--- config.mk ---
export PLATFORM = sky130hd
export DESIGN_NAME = comparator_4b
export DESIGN_NICKNAME = d
export VERILOG_FILES = /design/src/rtl/comparator_4b.sv
export SDC_FILE = /design/constraint.sdc
export NUM_CORES = 1
export LEC_CHECK = 0
export CORE_AREA = 2 2 39 41
export CTS_CLUSTER_DIAMETER = 60
export DETAILED_ROUTE_END_ITERATION = 8
export DIE_AREA = 0 0 41 43
export GPL_TIMING_DRIVEN = 0
export MAX_ROUTING_LAYER = met4
export PLACE_DENSITY = 0.49
export SYNTH_ARGS = -nofsm -noshare
export SYNTH_HDL_FRONTEND = slang
export SYNTH_SLANG_ARGS = --single-unit
--- constraint.sdc ---
create_clock -name clk -period 1.8 [get_ports clk]
set_input_delay 0.36 -clock clk [delete_from_list [all_inputs] [get_ports clk]]
set_output_delay 0.36 -clock clk [all_outputs]
set_load 0.1 [all_outputs]
--- src/rtl/comparator_4b.sv ---
// comparator_4b: registered magnitude comparator with 7485-style cascade inputs
module comparator_4b #(
  parameter int WIDTH = 4,
  parameter bit SIGNED = 1'b0
) (
  input  logic             clk,
  input  logic             rst,
  input  logic             in_valid,
  input  logic [WIDTH-1:0] A,
  input  logic [WIDTH-1:0] B,
  input  logic             gt_in,
  input  logic             eq_in,
  input  logic             lt_in,
  output logic             out_valid,
  output logic             A_greater,
  output logic             A_equal,
  output logic             A_less
);
  logic gt, lt, ne, nxt_gt, nxt_eq, nxt_lt;
  // On a tie the lower-order stage decides; eq_in is implied when gt_in and lt_in are both 0
  always_comb begin
    gt = SIGNED ? ($signed(A) > $signed(B)) : (A > B);
    lt = SIGNED ? ($signed(A) < $signed(B)) : (A < B);
    ne = A != B;
    nxt_gt = ne ? gt : gt_in;
    nxt_lt = ne ? lt : (!gt_in && lt_in);
    nxt_eq = !ne && !gt_in && !lt_in;
  end
  always_ff @(posedge clk) begin
    if (rst) begin
      out_valid <= 1'b0;
      A_greater <= 1'b0;
      A_equal   <= 1'b0;
      A_less    <= 1'b0;
    end else begin
      out_valid <= in_valid;
      if (in_valid) begin
        A_greater <= nxt_gt;
        A_equal   <= nxt_eq;
        A_less    <= nxt_lt;
      end
    end
  end
  logic unused_eq_in;
  assign unused_eq_in = eq_in;
endmodule

### After elaboration in Yosys (flattened, before gate mapping)

Index checks and enable logic that the tools add are counted.

| cells by class | value |
|---|---|
| $lt $le $gt $ge | 2 |
| equality and inequality tests | 1 |
| mux-type cells | 2 |
| reduce and logical (&&, ||, !) cells | 6 |

Operators by type and width:

| kind | count |
|---|---|
| $gt A4 B4 Y1 | 1 |
| $lt A4 B4 Y1 | 1 |
| $ne A4 B4 Y1 | 1 |
| $logic_and A1 B1 Y1 | 3 |
| $logic_not A1 Y1 | 3 |
| $mux W1 | 2 |

| word-level totals | value |
|---|---|
| register bits after elaboration | 4 |
| input bits | 14 |
| output and inout port bits | 4 |

### Depth between registers and ports, before layout

Gate-level depths: netlist (run 1).

| depth | value |
|---|---|
| depth after elaboration | 4 |
| gate-level depth with buffers | 6 |
| gate-level depth less buffers | 6 |

### Worst setup path after synthesis (run 1)

No wires, ideal clock.

| timing | value |
|---|---|
| kind | reg2reg |
| from | reg A_less (netlist name) |
| to | reg A_less |
| setup time | 91 ps |
| arrival | 1,267 ps |
| setup slack | 442 ps |
| stages on the path, launching flop included | 3 |
| buffers on the path | 0 |
| period minus slack after synthesis | 1,358 ps |
| path through | dfxtp_1 -> nor2_1 -> a311oi_1 |

RTL lines:

| item | line | source |
|---|---|---|
| end signal: assignment | 40 | `A_less <= nxt_lt;` |
| end: declaration | 17 | `output logic A_less` |

### Worst setup path in the final report (run 1)

| timing | value |
|---|---|
| from | reg A_greater |
| to | out A_greater |

RTL lines:

| item | line | source |
|---|---|---|
| start: declaration | 15 | `output logic A_greater,` |
| start signal: assignment | 38 | `A_greater <= nxt_gt;` |

No word-level cell between the ends.

==> reports/results.tsv, run 1 <==
metric	value	unit
ys_top_cells_by_area	dfxtp_1 (32%), ha_1 (20%), inv_1 (8.9%)	
final_util	34.6	%
yosys-top-cells-count	inv_1 (6), dfxtp_1 (4), ha_1 (4)	
layout_setup_ws	0.0516	ns
required	1.44	ns
tightest_slew	0.954	ns
yosysSeqAreaShare	31.7	%
antenna_cells	0	
slew-limit-headroom	36.6	%
drtIter0Drc	2	
drc_errors	0	
clkTransAtPathRegs	0.04	ns
ys_ff_latch	4	
p_leak	0.199	nW
async_reset_ff_share	0	%
peakVddDrop	0.212	mV
end_kind	primary output	
synth_nets	49	
setup_viol	0	
grtUsageTotal	8.02	%
cts_buffers	3	
die_h	43	um
layout_min_cycle_time	1.75	ns
status	complete, no violations	
power_density	684	nW/um^2
drv_cap	0	
syn2layout_area_growth	89.6	%
clock_latency	0.24	ns
vias_per_cell	4.09	
grt_pass1_wl	917	um
grt_max_degree	5	
gp_congestion	0.670	
wl	603	um
cts_tree	done	
crit_arrival	1.39	ns
crit_family	buffers and inverters	
report.final.slew_viol_count	0	
grt_setup_unrepaired	no	
ys.flop_type	dfxtp_1	
critPathLaunchType	flip-flop	
grt_pass1_vias	254	
yosysTopAreaCellShare	31.7	%
synth_area_per_cell	8.15	um^2
clock_path_buffers	2	
yosys_warnings	0	
critical_path_class	reg -> out	
drive_above_1_share	12.0	%
timing.critical_path.slowest_cell_delay	0.82	ns
overflow	0	
synth-edff-count	0	
dieWidth	41	um
cp_cell_sequence	clkdlybuf4s15_1	
wl_per_cell	9.14	um
slowest_stage	clkdlybuf4s15_1	
root_buffer	clkbuf_4	
fmax	0.572	GHz
critPathMaxFanout	2	
die_area	1760	um^2
ctsHoldBuffers	0	
final_nets	70	
place_hpwl	463	um
start_util	18.3	%
rows	14	
synth_cell_types	14	
coreArea	1380	um^2
finalPower	328	uW
io_buffers	16	
antenna_found_initial	0	
cts_sinks	4	
final-hold-violation-count	0	
hold_path.class	reg -> reg	
antenna_left	0	
fin_worst_skew	0	ns
synth.most_common_cell	inv_1	
io_pins	18	
synth_top_area_cell	dfxtp_1	
fin_crit_sh	97.1	%
syn_area	253	um^2
place_ws	-0.108	ns
htreeDepth	1	
syn-instance-count	31	
crit_buf_inv	1	
dr.pass1.iters	2	
num_vias	270	
-- cell families (layout without fill, tap and decap cells) --
group	count (synthesis)	count (layout)	share of synthesized area, %
simple gates	10	10	20.8
compound gates	7	7	18.8
buf+inv	6	25	8.91
fa+ha+maj	4	4	19.8
flops	4	4	31.7
-- registers in the layout (all words and copies together) (netlist names) --
name,flops
out_valid,1
A_greater,1
A_less,1
A_equal,1
-- stage by stage --
stage                     TNS, ns  hold slack [ns]  instances  instance area [um^2]
after floorplan                 0            0.427         31                   253
after global placement     -0.184            0.457         63                   433
after detailed placement   -0.212            0.465         63                   433
after CTS                       0            0.470         66                   450
after global routing            0            0.487         66                   479
final                           0            0.469         66                   479
-- what timing repair did --
item / 4_1_cts / 5_1_grt
pin swaps: 0 / 3
buffers inserted: 0 / 0
resized for setup: 4 / 5
endpoints found under the setup margin: 4 / 4
-- final timing paths --
kind	start	endpoint	slack [ns]	depth (start not counted)
hold / removal	A_equal$_SDFFE_PP0P_	A_equal$_SDFFE_PP0P_	0.47	2
setup / recovery	A_greater$_SDFFE_PP0P_	A_greater	0.05	1
setup reg to reg	A_less$_SDFFE_PP0P_	A_less$_SDFFE_PP0P_	1.13	2
hold reg to reg	A_equal$_SDFFE_PP0P_	A_equal$_SDFFE_PP0P_	0.47	2
-- final cells by class --
class | count | area (um^2)
Clock buffer | 3 | 22.5
Sequential cell | 4 | 80.1
Tap cell | 16 | 20.0
Timing Repair Buffer | 16 | 159
Multi-Input combinational cell | 21 | 175
Fill cell | 160 | 905
Inverter | 6 | 22.5
-- routing by layer --
layer	up-vias	GRT usage, %	routed length, um
met5	-	-	0
met4	0	8.00	0
met3	0	1.57	27
met2	6	10.6	280
met1	116	9.32	294
li1	148	-	-
-- report_power, final --
| part | total [mW] | leakage (nW) | internal (mW) | switching [mW] |
|---|---|---|---|---|
| Combinational | 0.111 | 0.152 | 0.0473 | 0.0639 |
| Sequential | 0.0961 | 0.0329 | 0.0940 | 0.00202 |
| Clock | 0.120 | 0.0138 | 0.0752 | 0.0451 |
| Total | 0.328 | 0.199 | 0.217 | 0.111 |
-- worst register-to-register path: cells and delay by family, from the launching register on --
family / cells / cell delay, ns
DFF: 1 / 0.32
AOI/OAI and AO/OA: 1 / 0.22
and+or+nand+nor: 1 / 0.05
-- placed cells by master, fill, tap and decap left out, types with 2 or more instances in the layout --
| master | synthesis | final |
|---|---|---|
| clkdlybuf4s50_1 | 0 | 12 |
| inv_1 | 6 | 6 |
| dfxtp_1 | 4 | 4 |
| nor2_1 | 3 | 3 |
| nand2_1 | 3 | 3 |
| a21oi_1 | 3 | 3 |
| clkbuf_4 | 0 | 3 |
| clkdlybuf4s15_1 | 0 | 3 |
| ha_4 | 0 | 2 |
| ha_1 | 4 | 2 |
Power figures use the tool's default switching activity.
==> run 2, diff against run 1 <==
Settings changed: DONT_BUFFER_PORTS set to 1, PLACE_DENSITY 0.49 to 0.32.
==> reports/results.tsv, run 2 (synthesis results as in run 1) <==
metric	value	unit	change
slew-limit-headroom	34.8	%	was 36.6%
fin_crit_sh	86.1	%	was 97.1%
power.internal	185	uW	was 217 uW
reg2regPathDepth	2		unchanged
wl_per_cell	11.0	um	was 9.14 um
layout_setup_ws	0.250	ns	was 0.0516 ns
final_cell_mix	inv_1 (6), dfxtp_1 (4), ha_1 (4)		was clkdlybuf4s50_1 (12), inv_1 (6), dfxtp_1 (4)
switching_share	33.0	%	was 33.9%
finalNonFillerCells	50		was 66
switchingPower	91.2	uW	was 111 uW
status	complete, no violations		unchanged
root_buffer	clkbuf_4		unchanged
end_kind	primary output		unchanged
tightest_slew	0.977	ns	was 0.954 ns
io_pins	18		unchanged
p_clk_share	39.0	%	was 36.7%
dieWidth	41	um	unchanged
place_ws	0.289	ns	was -0.108 ns
grt_pass1_vias	221		was 254
critPathLaunchType	flip-flop		unchanged
finalSetupTns	0	ns	unchanged
setup_viol	0		unchanged
min-delay-start	rst		was A_equal$_SDFFE_PP0P_
htreeDepth	1		unchanged
hold_path.class	in -> reg		was reg -> reg
layout_min_cycle_time	1.55	ns	was 1.75 ns
grt_setup_unrepaired	no		unchanged
antenna_left	0		unchanged
die_h	43	um	unchanged
rows	14		unchanged
clock_path_buffers	2		unchanged
holdPathStages	1		was 2
wl	550	um	was 603 um
cts_resized	0		was 4
gp_congestion	0.542		was 0.670
coreArea	1380	um^2	unchanged
fin_worst_skew	0	ns	unchanged
critical_path_class	reg -> out		unchanged
antenna_cells	0		unchanged
finalPower	276	uW	was 328 uW
holdPathEnd	out_valid$_SDFF_PP0_		was A_equal$_SDFFE_PP0P_
r2r_setup_slack	0.36	ns	was 1.13 ns
die_area	1760	um^2	unchanged
drv_cap	0		unchanged
syn2layout_area_growth	16.8	%	was 89.6%
critPathMaxFanout	2		unchanged
busiest_layer	met2		unchanged
grt_util_met3	3.14	%	was 1.57%
clock_latency	0.23	ns	was 0.24 ns
vias_per_cell	4.56		was 4.09
start_util	18.3	%	unchanged
cts_setup_buffers	0		unchanged
worstReg2RegEnd	A_less$_SDFFE_PP0P_		unchanged
grt_max_degree	5		unchanged
io_buffers	0		was 16
p_seq_share	48.5	%	was 29.3%
required	1.44	ns	about the same
peakVddDrop	0.309	mV	was 0.212 mV
cts_tree	done		unchanged
final_util	21.3	%	was 34.6%
dp.cells	47		was 63
r2r-start	A_less$_SDFFE_PP0P_		unchanged
power_density	936	nW/um^2	was 684 nW/um^2
num_vias	228		was 270
final-hold-violation-count	0		unchanged
clkTransAtPathRegs	0.04	ns	about the same
dr.pass1.iters	4		was 2
crit_start	A_less$_SDFFE_PP0P_		was A_greater$_SDFFE_PP0P_
p_comb_share	12.5	%	was 33.9%
cts_sinks	4		unchanged
grt_pass1_wl	759	um	was 917 um
report.final.slew_viol_count	0		unchanged
overflow	0		unchanged
cts_buffers	3		unchanged
crit_arrival	1.19	ns	was 1.39 ns
final_common_cell	inv_1		was clkdlybuf4s50_1
drc_errors	0		unchanged
met2_usage	9.06	%	was 10.6%
antenna_found_initial	0		unchanged
grtUsageTotal	7.00	%	was 8.02%
ctsHoldBuffers	0		unchanged
p_leak	0.132	nW	was 0.199 nW
drive_above_1_share	11.8	%	was 12.0%
drtIter0Drc	9		was 2
fmax	0.645	GHz	was 0.572 GHz
place_hpwl	486	um	was 463 um
final_nets	54		was 70
use_met1	6.75	%	was 9.32%
[run 2: cell types whose count changed in the layout (fill, tap and decap cells not counted), sizes merged]
cell / previous run / this run
clkdlybuf4s15: 3 / 0
clkdlybuf4s50: 12 / 0
dlygate4sd2: 1 / 0
[run 2: how the worst max path moves through the flow]
stage	endpoint	depth (start not counted)
4_1_cts	A_less	0
2_1_floorplan	A_less$_SDFFE_PP0P_	2
5_1_grt	A_equal	0
6_report	A_less	0
3_3_place_gp	A_less$_SDFFE_PP0P_	6
3_5_place_dp	A_less$_SDFFE_PP0P_	6
[run 2: per-layer routing]
layer	part of all wire, %	routed length (um)	up-vias
li1	-	-	112
met5	0	0	-
met2	39	212	19
met3	15	85	6
met1	44	241	91
met4	2.0	11	0
[run 2: power by group through the flow]
stage | sequential (mW) | combinational [mW] | clock, mW
3_3_place_gp | 0.135 | 0.0344 | 0
2_1_floorplan | 0.134 | 0.0289 | 0
6_report | 0.134 | 0.0346 | 0.108
3_5_place_dp | 0.135 | 0.0354 | 0
5_1_grt | 0.134 | 0.0410 | 0.119
4_1_cts | 0.134 | 0.0356 | 0.114
[run 2: cell type report]
class,instances,area (um^2)
fill,156,1090
inverter,6,22.5
multi-input combinational,21,150
sequential,4,80.1
clock buffer,3,22.5
tap,16,20.0
[run 2: through the flow]
| step | hold WS, ns | cell area (um^2) |
|---|---|---|
| final | 0.191 | 295 |
| after global routing | 0.181 | 295 |
| after CTS | 0.184 | 295 |
| after detailed placement | 0.430 | 273 |
| after global placement | 0.429 | 273 |
| after floorplan | 0.427 | 253 |
